### config.mk
export PLATFORM = sky130hd
export DESIGN_NAME = dmem_access_unit
export DESIGN_NICKNAME = d
export VERILOG_FILES = /design/src/rtl/dmem_access_unit.sv
export SDC_FILE = /design/constraint.sdc
export NUM_CORES = 1
export LEC_CHECK = 0
export ABC_CLOCK_PERIOD_IN_PS = 5490
export BUFFER_PORTS_ARGS = -buffer_cell sky130_fd_sc_hd__buf_2
export CORE_AREA = 2 2 156 158
export DETAILED_ROUTE_END_ITERATION = 10
export DIE_AREA = 0 0 158 160
export HOLD_SLACK_MARGIN = 0.1
export PLACE_DENSITY = 0.71
export SYNTH_ARGS = -nofsm -noshare
export SYNTH_HDL_FRONTEND = slang
export SYNTH_SLANG_ARGS = --single-unit
### constraint.sdc
create_clock -name clk -period 5.49 [get_ports clk]
set_clock_uncertainty 0.2 [all_clocks]
set_input_delay 0.2745 -clock clk [delete_from_list [all_inputs] [get_ports clk]]
set_output_delay 0.2745 -clock clk [all_outputs]
set_load 0.05 [all_outputs]
### src/rtl/dmem_access_unit.sv
// MEM-stage data-memory access unit: issues one req/ack bus transaction per load/store,
// raises mem_stall while it is outstanding and lane-aligns store data / extends load data.
module dmem_access_unit #(
  parameter int XLEN    = 64,
  parameter int TIMEOUT = 255
) (
  input  logic            clk,
  input  logic            rst,
  input  logic            re_mem,
  input  logic            we_mem,
  input  logic [XLEN-1:0] addr_mem,
  input  logic [XLEN-1:0] wdata_mem,
  input  logic [2:0]      funct3_mem,
  input  logic            flush_mem,
  output logic            dmem_req,
  output logic            dmem_we,
  output logic [XLEN-1:0] dmem_addr,
  output logic [XLEN-1:0] dmem_wdata,
  output logic [7:0]      dmem_wstrb,
  input  logic            dmem_ack,
  input  logic [XLEN-1:0] dmem_rdata,
  output logic            mem_stall,
  output logic [XLEN-1:0] rdata_out,
  output logic            misalign,
  output logic            bus_timeout
);

  typedef enum logic {
    ST_IDLE,
    ST_WAIT
  } state_t;

  localparam bit         LP_TMO_EN   = (TIMEOUT != 0);
  localparam logic [7:0] LP_CNT_LAST = 8'(TIMEOUT - 1);

  state_t          r_state;
  state_t          w_state_next;
  logic            r_drop;
  logic            w_drop_next;
  logic [7:0]      r_cnt;
  logic [7:0]      w_cnt_next;

  logic [XLEN-1:0] r_addr;
  logic [XLEN-1:0] r_wdata;
  logic            r_we;
  logic [7:0]      r_wstrb;
  logic [2:0]      r_funct3;
  logic [2:0]      r_off;

  logic            w_acc;
  logic            w_latch;
  logic            w_timeout_hit;
  logic [7:0]      w_strb_base;
  logic [7:0]      w_strb_lane;
  logic [XLEN-1:0] w_wdata_lane;
  logic [XLEN-1:0] w_rdata_shift;
  logic [XLEN-1:0] w_load_ext;
  logic            w_signed;

  // Natural alignment check on the incoming access; only meaningful when one is present.
  always_comb begin
    misalign = 1'b0;
    case (funct3_mem[1:0])
      2'b01:   misalign = addr_mem[0];
      2'b10:   misalign = |addr_mem[1:0];
      2'b11:   misalign = |addr_mem[2:0];
      default: misalign = 1'b0;
    endcase
    misalign = misalign & (re_mem | we_mem);
  end

  // Reset gates acc so mem_stall is low throughout reset even with a live access on the inputs.
  assign w_acc = (re_mem | we_mem) & ~misalign & ~flush_mem & ~rst;

  always_comb begin
    w_strb_base = 8'h00;
    case (funct3_mem[1:0])
      2'b00:   w_strb_base = 8'h01;
      2'b01:   w_strb_base = 8'h03;
      2'b10:   w_strb_base = 8'h0F;
      default: w_strb_base = 8'hFF;
    endcase
  end

  assign w_strb_lane  = w_strb_base << addr_mem[2:0];
  assign w_wdata_lane = wdata_mem << {addr_mem[2:0], 3'b000};

  assign w_rdata_shift = dmem_rdata >> {r_off, 3'b000};
  assign w_signed      = ~r_funct3[2];

  always_comb begin
    w_load_ext = w_rdata_shift;
    case (r_funct3[1:0])
      2'b00:   w_load_ext = {{(XLEN-8){w_signed & w_rdata_shift[7]}}, w_rdata_shift[7:0]};
      2'b01:   w_load_ext = {{(XLEN-16){w_signed & w_rdata_shift[15]}}, w_rdata_shift[15:0]};
      2'b10:   w_load_ext = {{(XLEN-32){w_signed & w_rdata_shift[31]}}, w_rdata_shift[31:0]};
      default: w_load_ext = w_rdata_shift;
    endcase
  end

  assign w_timeout_hit = LP_TMO_EN && (r_cnt == LP_CNT_LAST) && !dmem_ack;

  always_comb begin
    w_state_next = r_state;
    w_drop_next  = r_drop;
    w_cnt_next   = r_cnt;
    w_latch      = 1'b0;
    mem_stall    = 1'b0;
    dmem_req     = 1'b0;
    bus_timeout  = 1'b0;
    rdata_out    = '0;
    case (r_state)
      ST_IDLE: begin
        mem_stall = w_acc;
        if (w_acc) begin
          w_latch      = 1'b1;
          w_state_next = ST_WAIT;
          w_cnt_next   = 8'd0;
          w_drop_next  = 1'b0;
        end
      end
      ST_WAIT: begin
        dmem_req   = 1'b1;
        w_cnt_next = r_cnt + 8'd1;
        if (dmem_ack) begin
          w_state_next = ST_IDLE;
          w_drop_next  = 1'b0;
          if (!r_drop) begin
            if (!r_we) rdata_out = w_load_ext;
          end else begin
            // Squashed access: the stall now belongs to whatever instruction replaced it.
            mem_stall = re_mem | we_mem;
          end
        end else if (w_timeout_hit) begin
          bus_timeout  = 1'b1;
          w_state_next = ST_IDLE;
          w_drop_next  = 1'b0;
        end else begin
          mem_stall   = 1'b1;
          w_drop_next = r_drop | flush_mem;
        end
      end
      default: w_state_next = ST_IDLE;
    endcase
  end

  always_ff @(posedge clk or posedge rst) begin
    if (rst) begin
      r_state  <= ST_IDLE;
      r_drop   <= 1'b0;
      r_cnt    <= 8'd0;
      r_addr   <= '0;
      r_wdata  <= '0;
      r_we     <= 1'b0;
      r_wstrb  <= 8'h00;
      r_funct3 <= 3'b000;
      r_off    <= 3'b000;
    end else begin
      r_state <= w_state_next;
      r_drop  <= w_drop_next;
      r_cnt   <= w_cnt_next;
      if (w_latch) begin
        r_addr   <= {addr_mem[XLEN-1:3], 3'b000};
        r_wdata  <= w_wdata_lane;
        r_we     <= we_mem;
        r_wstrb  <= w_strb_lane;
        r_funct3 <= funct3_mem;
        r_off    <= addr_mem[2:0];
      end
    end
  end

  // Bus payload comes only from the latched copy, so it holds steady for the whole WAIT.
  assign dmem_we    = r_we;
  assign dmem_addr  = r_addr;
  assign dmem_wdata = r_wdata;
  assign dmem_wstrb = r_wstrb;

endmodule

==> reports/summary.json <==
{
  "ys_ff_latch": {"value": 150},
  "postSynthAreaPerCell": {"value": 10.91, "unit": "um2"},
  "dieHeight": {"value": 160, "unit": "um"},
  "worst_pin_slew": {"value": 1.152, "unit": "ns"},
  "min_delay_path_depth": {"value": 2},
  "cts-root-to-sink-buffers": {"value": 2},
  "post_synth_instance_area": {"value": 10370, "unit": "um2"},
  "synth_cell_type_count": {"value": 51},
  "hold-path-endpoint": {"value": "r_funct3[1]"},
  "area_growth": {"value": 33.61, "unit": "%"},
  "drt-vias-per-instance": {"value": 5.796},
  "ir_drop": {"value": 0.0003001, "unit": "V"},
  "worst_setup_slack_after_placement": {"value": 1.668, "unit": "ns"},
  "arrival": {"value": 3.81, "unit": "ns"},
  "drt_first_pass_iters": {"value": 5},
  "max-slew-margin-rel": {"value": 23.10, "unit": "%"},
  "cts.sinks": {"value": 150},
  "power_density": {"value": 405.5, "unit": "nW/um2"},
  "post_synth_inst_count": {"value": 951},
  "num_rows": {"value": 57},
  "r2r_end": {"value": "r_drop"},
  "drc_errors": {"value": 0},
  "dp.final_hpwl": {"value": 25320, "unit": "um"},
  "fill_cells": {"value": 2046},
  "hp-class": {"value": "input pin to flip-flop"},
  "total_power": {"value": 5.621, "unit": "mW"},
  "vias": {"value": 9900},
  "max-cap-violations": {"value": 0},
  "setup.worst_path.class": {"value": "flip-flop to primary output"},
  "postSynth.asyncResetShare": {"value": 100.0, "unit": "%"},
  "first_pass_grt_wire_length": {"value": 56230, "unit": "um"},
  "postLayoutCoreUtil": {"value": 58.19, "unit": "%"},
  "cts_resized": {"value": 0},
  "tritoncts": {"value": "yes"},
  "layout_worst_path_cycle_share": {"value": 77.99, "unit": "%"},
  "rrSetupSlack": {"value": 3.03, "unit": "ns"},
  "die-area": {"value": 25280, "unit": "um2"},
  "hold_viol_final": {"value": 0},
  "timing.final.setup_violations": {"value": 0},
  "final_tns_setup": {"value": 0, "unit": "ns"},
  "layout_commonest_cell": {"value": "buf_2"},
  "clock.fmax": {"value": 233.6, "unit": "MHz"},
  "grt_start_max_net_pins": {"value": 146},
  "drt-total-wl": {"value": 36080, "unit": "um"},
  "grt_ovf": {"value": 0},
  "setup.worst_path.end_class": {"value": "primary output"},
  "drive_above_1_share": {"value": 48.01, "unit": "%"},
  "finalWeightedCongestion": {"value": 0.9230},
  "fin_nets": {"value": 1569},
  "first_global_vias": {"value": 10094},
  "worstSetupStartpoint": {"value": "r_off[1]"},
  "synth_edf_count": {"value": 0},
  "cts_h_tree_depth": {"value": 4},
  "floorplan.core_area": {"value": 23820, "unit": "um2"},
  "synth_seq_area_share": {"value": 36.18, "unit": "%"},
  "layoutNonFillerInstCount": {"value": 1708},
  "clock_insertion_delay_worst_skew": {"value": 0.42, "unit": "ns"},
  "finalMaxSlewViolations": {"value": 0},
  "post-route-min-period": {"value": 4.281, "unit": "ns"},
  "cts_root_buf": {"value": "clkbuf_16"},
  "worstRegToRegCells": {"value": 4},
  "dr.first_iter.drc_count": {"value": 755},
  "crit_path_max_fanout": {"value": 48},
  "initial_utilization": {"value": 43.55, "unit": "%"},
  "synthesis.yosys.warnings": {"value": 0},
  "cts.reportedPaths.clkPinSlew": {"value": 0.07, "unit": "ns"},
  "outcome": {"value": "completed"},
  "cts-buffers-inserted": {"value": 17},
  "critical_r2r_launch": {"value": "r_state"},
  "drt.antenna.violating_nets": {"value": 0},
  "number_of_port_buffers": {"value": 402},
  "ios": {"value": 406},
  "routed_length_per_instance": {"value": 21.13, "unit": "um"},
  "data_required_critical_path": {"value": 5.02, "unit": "ns"},
  "final_critical_path_setup_slack": {"value": 1.209, "unit": "ns"},
  "synth_ff_type": {"value": "dfrtp_1"},
  "track_usage": {"value": 28.48, "unit": "%"},
  "setup.worst_path.start_class": {"value": "flip-flop"},
  "final_cell_mix": {"value": "401 x buf_2, 148 x dfrtp_1, 134 x mux2_2"},
  "rsz0062_at_grt": {"value": "no"},
  "grt_antenna_before_repair": {"value": 3},
  "placed_cells_incl_taps": {"value": 1587},
  "die_x": {"value": 158, "unit": "um"},
  "leakagePower": {"value": 6.352, "unit": "nW"},
  "min_delay_startpoint": {"value": "funct3_mem[1]"}
}
-- repair_timing --
item                      in CTS  in global routing
setup buffers                  0                  0
hold endpoints to repair     194                  0
hold buffers                  84                  0
-- layout make-up --
type / count / area (um2) / share of cell area [%]
tap: 324 / 405.4 / 2.924
clock buffer: 19 / 442.9 / 3.195
inverter: 18 / 72.57 / 0.5235
clock inverter: 13 / 112.6 / 0.8124
sequential: 150 / 3759 / 27.11
multi-input combinational: 681 / 6100 / 44.00
timing repair buffer: 498 / 2958 / 21.34
antenna: 5 / 12.51 / 0.09026
-- through the flow --
step / instance area [um2] / hold WS, ns
final: 13860 / 0.1474
after global routing: 13860 / 0.1419
after CTS: 13850 / 0.1285
after detailed placement: 12450 / 0.2869
after global placement: 12450 / 0.2833
after floorplan: 10380 / 0.2121
-- layer usage --
metal | global-route usage [%] | part of all wire [%] | wire [um]
met5 | 0 | 0 | 0
met4 | 12.45 | 3.9 | 1418
met3 | 8.141 | 8.9 | 3196
met2 | 46.72 | 49 | 17510
met1 | 34.90 | 39 | 13950
-- registers in the layout (all words and copies together) (netlist names) --
name,cells
r_off,3
r_drop,1
r_funct3,3
dmem_we,1
dmem_wdata,64
r_cnt,8
dmem_wstrb,8
dmem_addr,61
r_state,1
-- critical path, cell delays in order (launching register included) --
cell and delay (ns):
dfrtp_2 0.99, mux2_2 0.29, mux4_2 0.26, nand3_2 0.87, a311oi_1 0.61, buf_2 0.33
-- synth_stat cells (3+ instances only) --
library cell / n / area (um2)
a22oi_1: 9 / 67.56
o211ai_1: 7 / 52.55
a311oi_1: 16 / 140.1
a21oi_1: 68 / 340.3
a211oi_1: 16 / 120.1
or3_1: 3 / 18.77
buf_2: 42 / 210.2
nand2b_1: 11 / 68.82
nand4_1: 3 / 18.77
clkbuf_1: 49 / 183.9
buf_4: 3 / 22.52
buf_6: 4 / 45.04
dfrtp_1: 150 / 3754
o21bai_1: 7 / 52.55
a2bb2oi_1: 9 / 78.83
nand3_1: 6 / 30.03
mux2_2: 134 / 1509
mux2i_1: 73 / 730.7
a31oi_1: 39 / 244.0
o21ai_0: 23 / 115.1
inv_1: 16 / 60.06
nand2_1: 60 / 225.2
nor3_1: 6 / 30.03
mux4_2: 56 / 1261
nor2b_1: 20 / 125.1
a211o_1: 7 / 61.31
or2_2: 3 / 18.77
a311oi_2: 16 / 240.2
buf_1: 6 / 22.52
o2bb2ai_1: 15 / 131.4
nor2_1: 45 / 168.9
a21o_1: 3 / 22.52
-- logic make-up after synthesis --
family	after synthesis	synth area share [%]
and+or+nand+nor	163	7.224
AOI/OAI and AO/OA	248	17.09
muxes	263	33.74
xor gates and xnor gates	2	0.1689
adders and majority gates	2	0.2412
other	1	0.03614
buffers and inverters	122	5.318
DFF	150	36.18
-- worst max path at each step --
| stage | endpoint | slack [ns] | cells after the start |
|---|---|---|---|
| final | rdata_out[41] | 1.21 | 5 |
| after global routing | rdata_out[34] | 0.98 | 5 |
| after CTS | rdata_out[34] | 1.24 | 5 |
| after detailed placement | rdata_out[34] | 1.67 | 5 |
| after global placement | rdata_out[45] | 1.80 | 6 |
| after floorplan | dmem_addr[10] | 0.98 | 1 |
-- where the power goes --
part / leakage [nW] / internal, mW / switching (mW)
Combinational: 4.24 / 0.918 / 1.89
Clock: 0.262 / 0.604 / 0.508
Sequential: 1.85 / 1.39 / 0.304
Note: power is estimated with default switching activity, not from simulation.
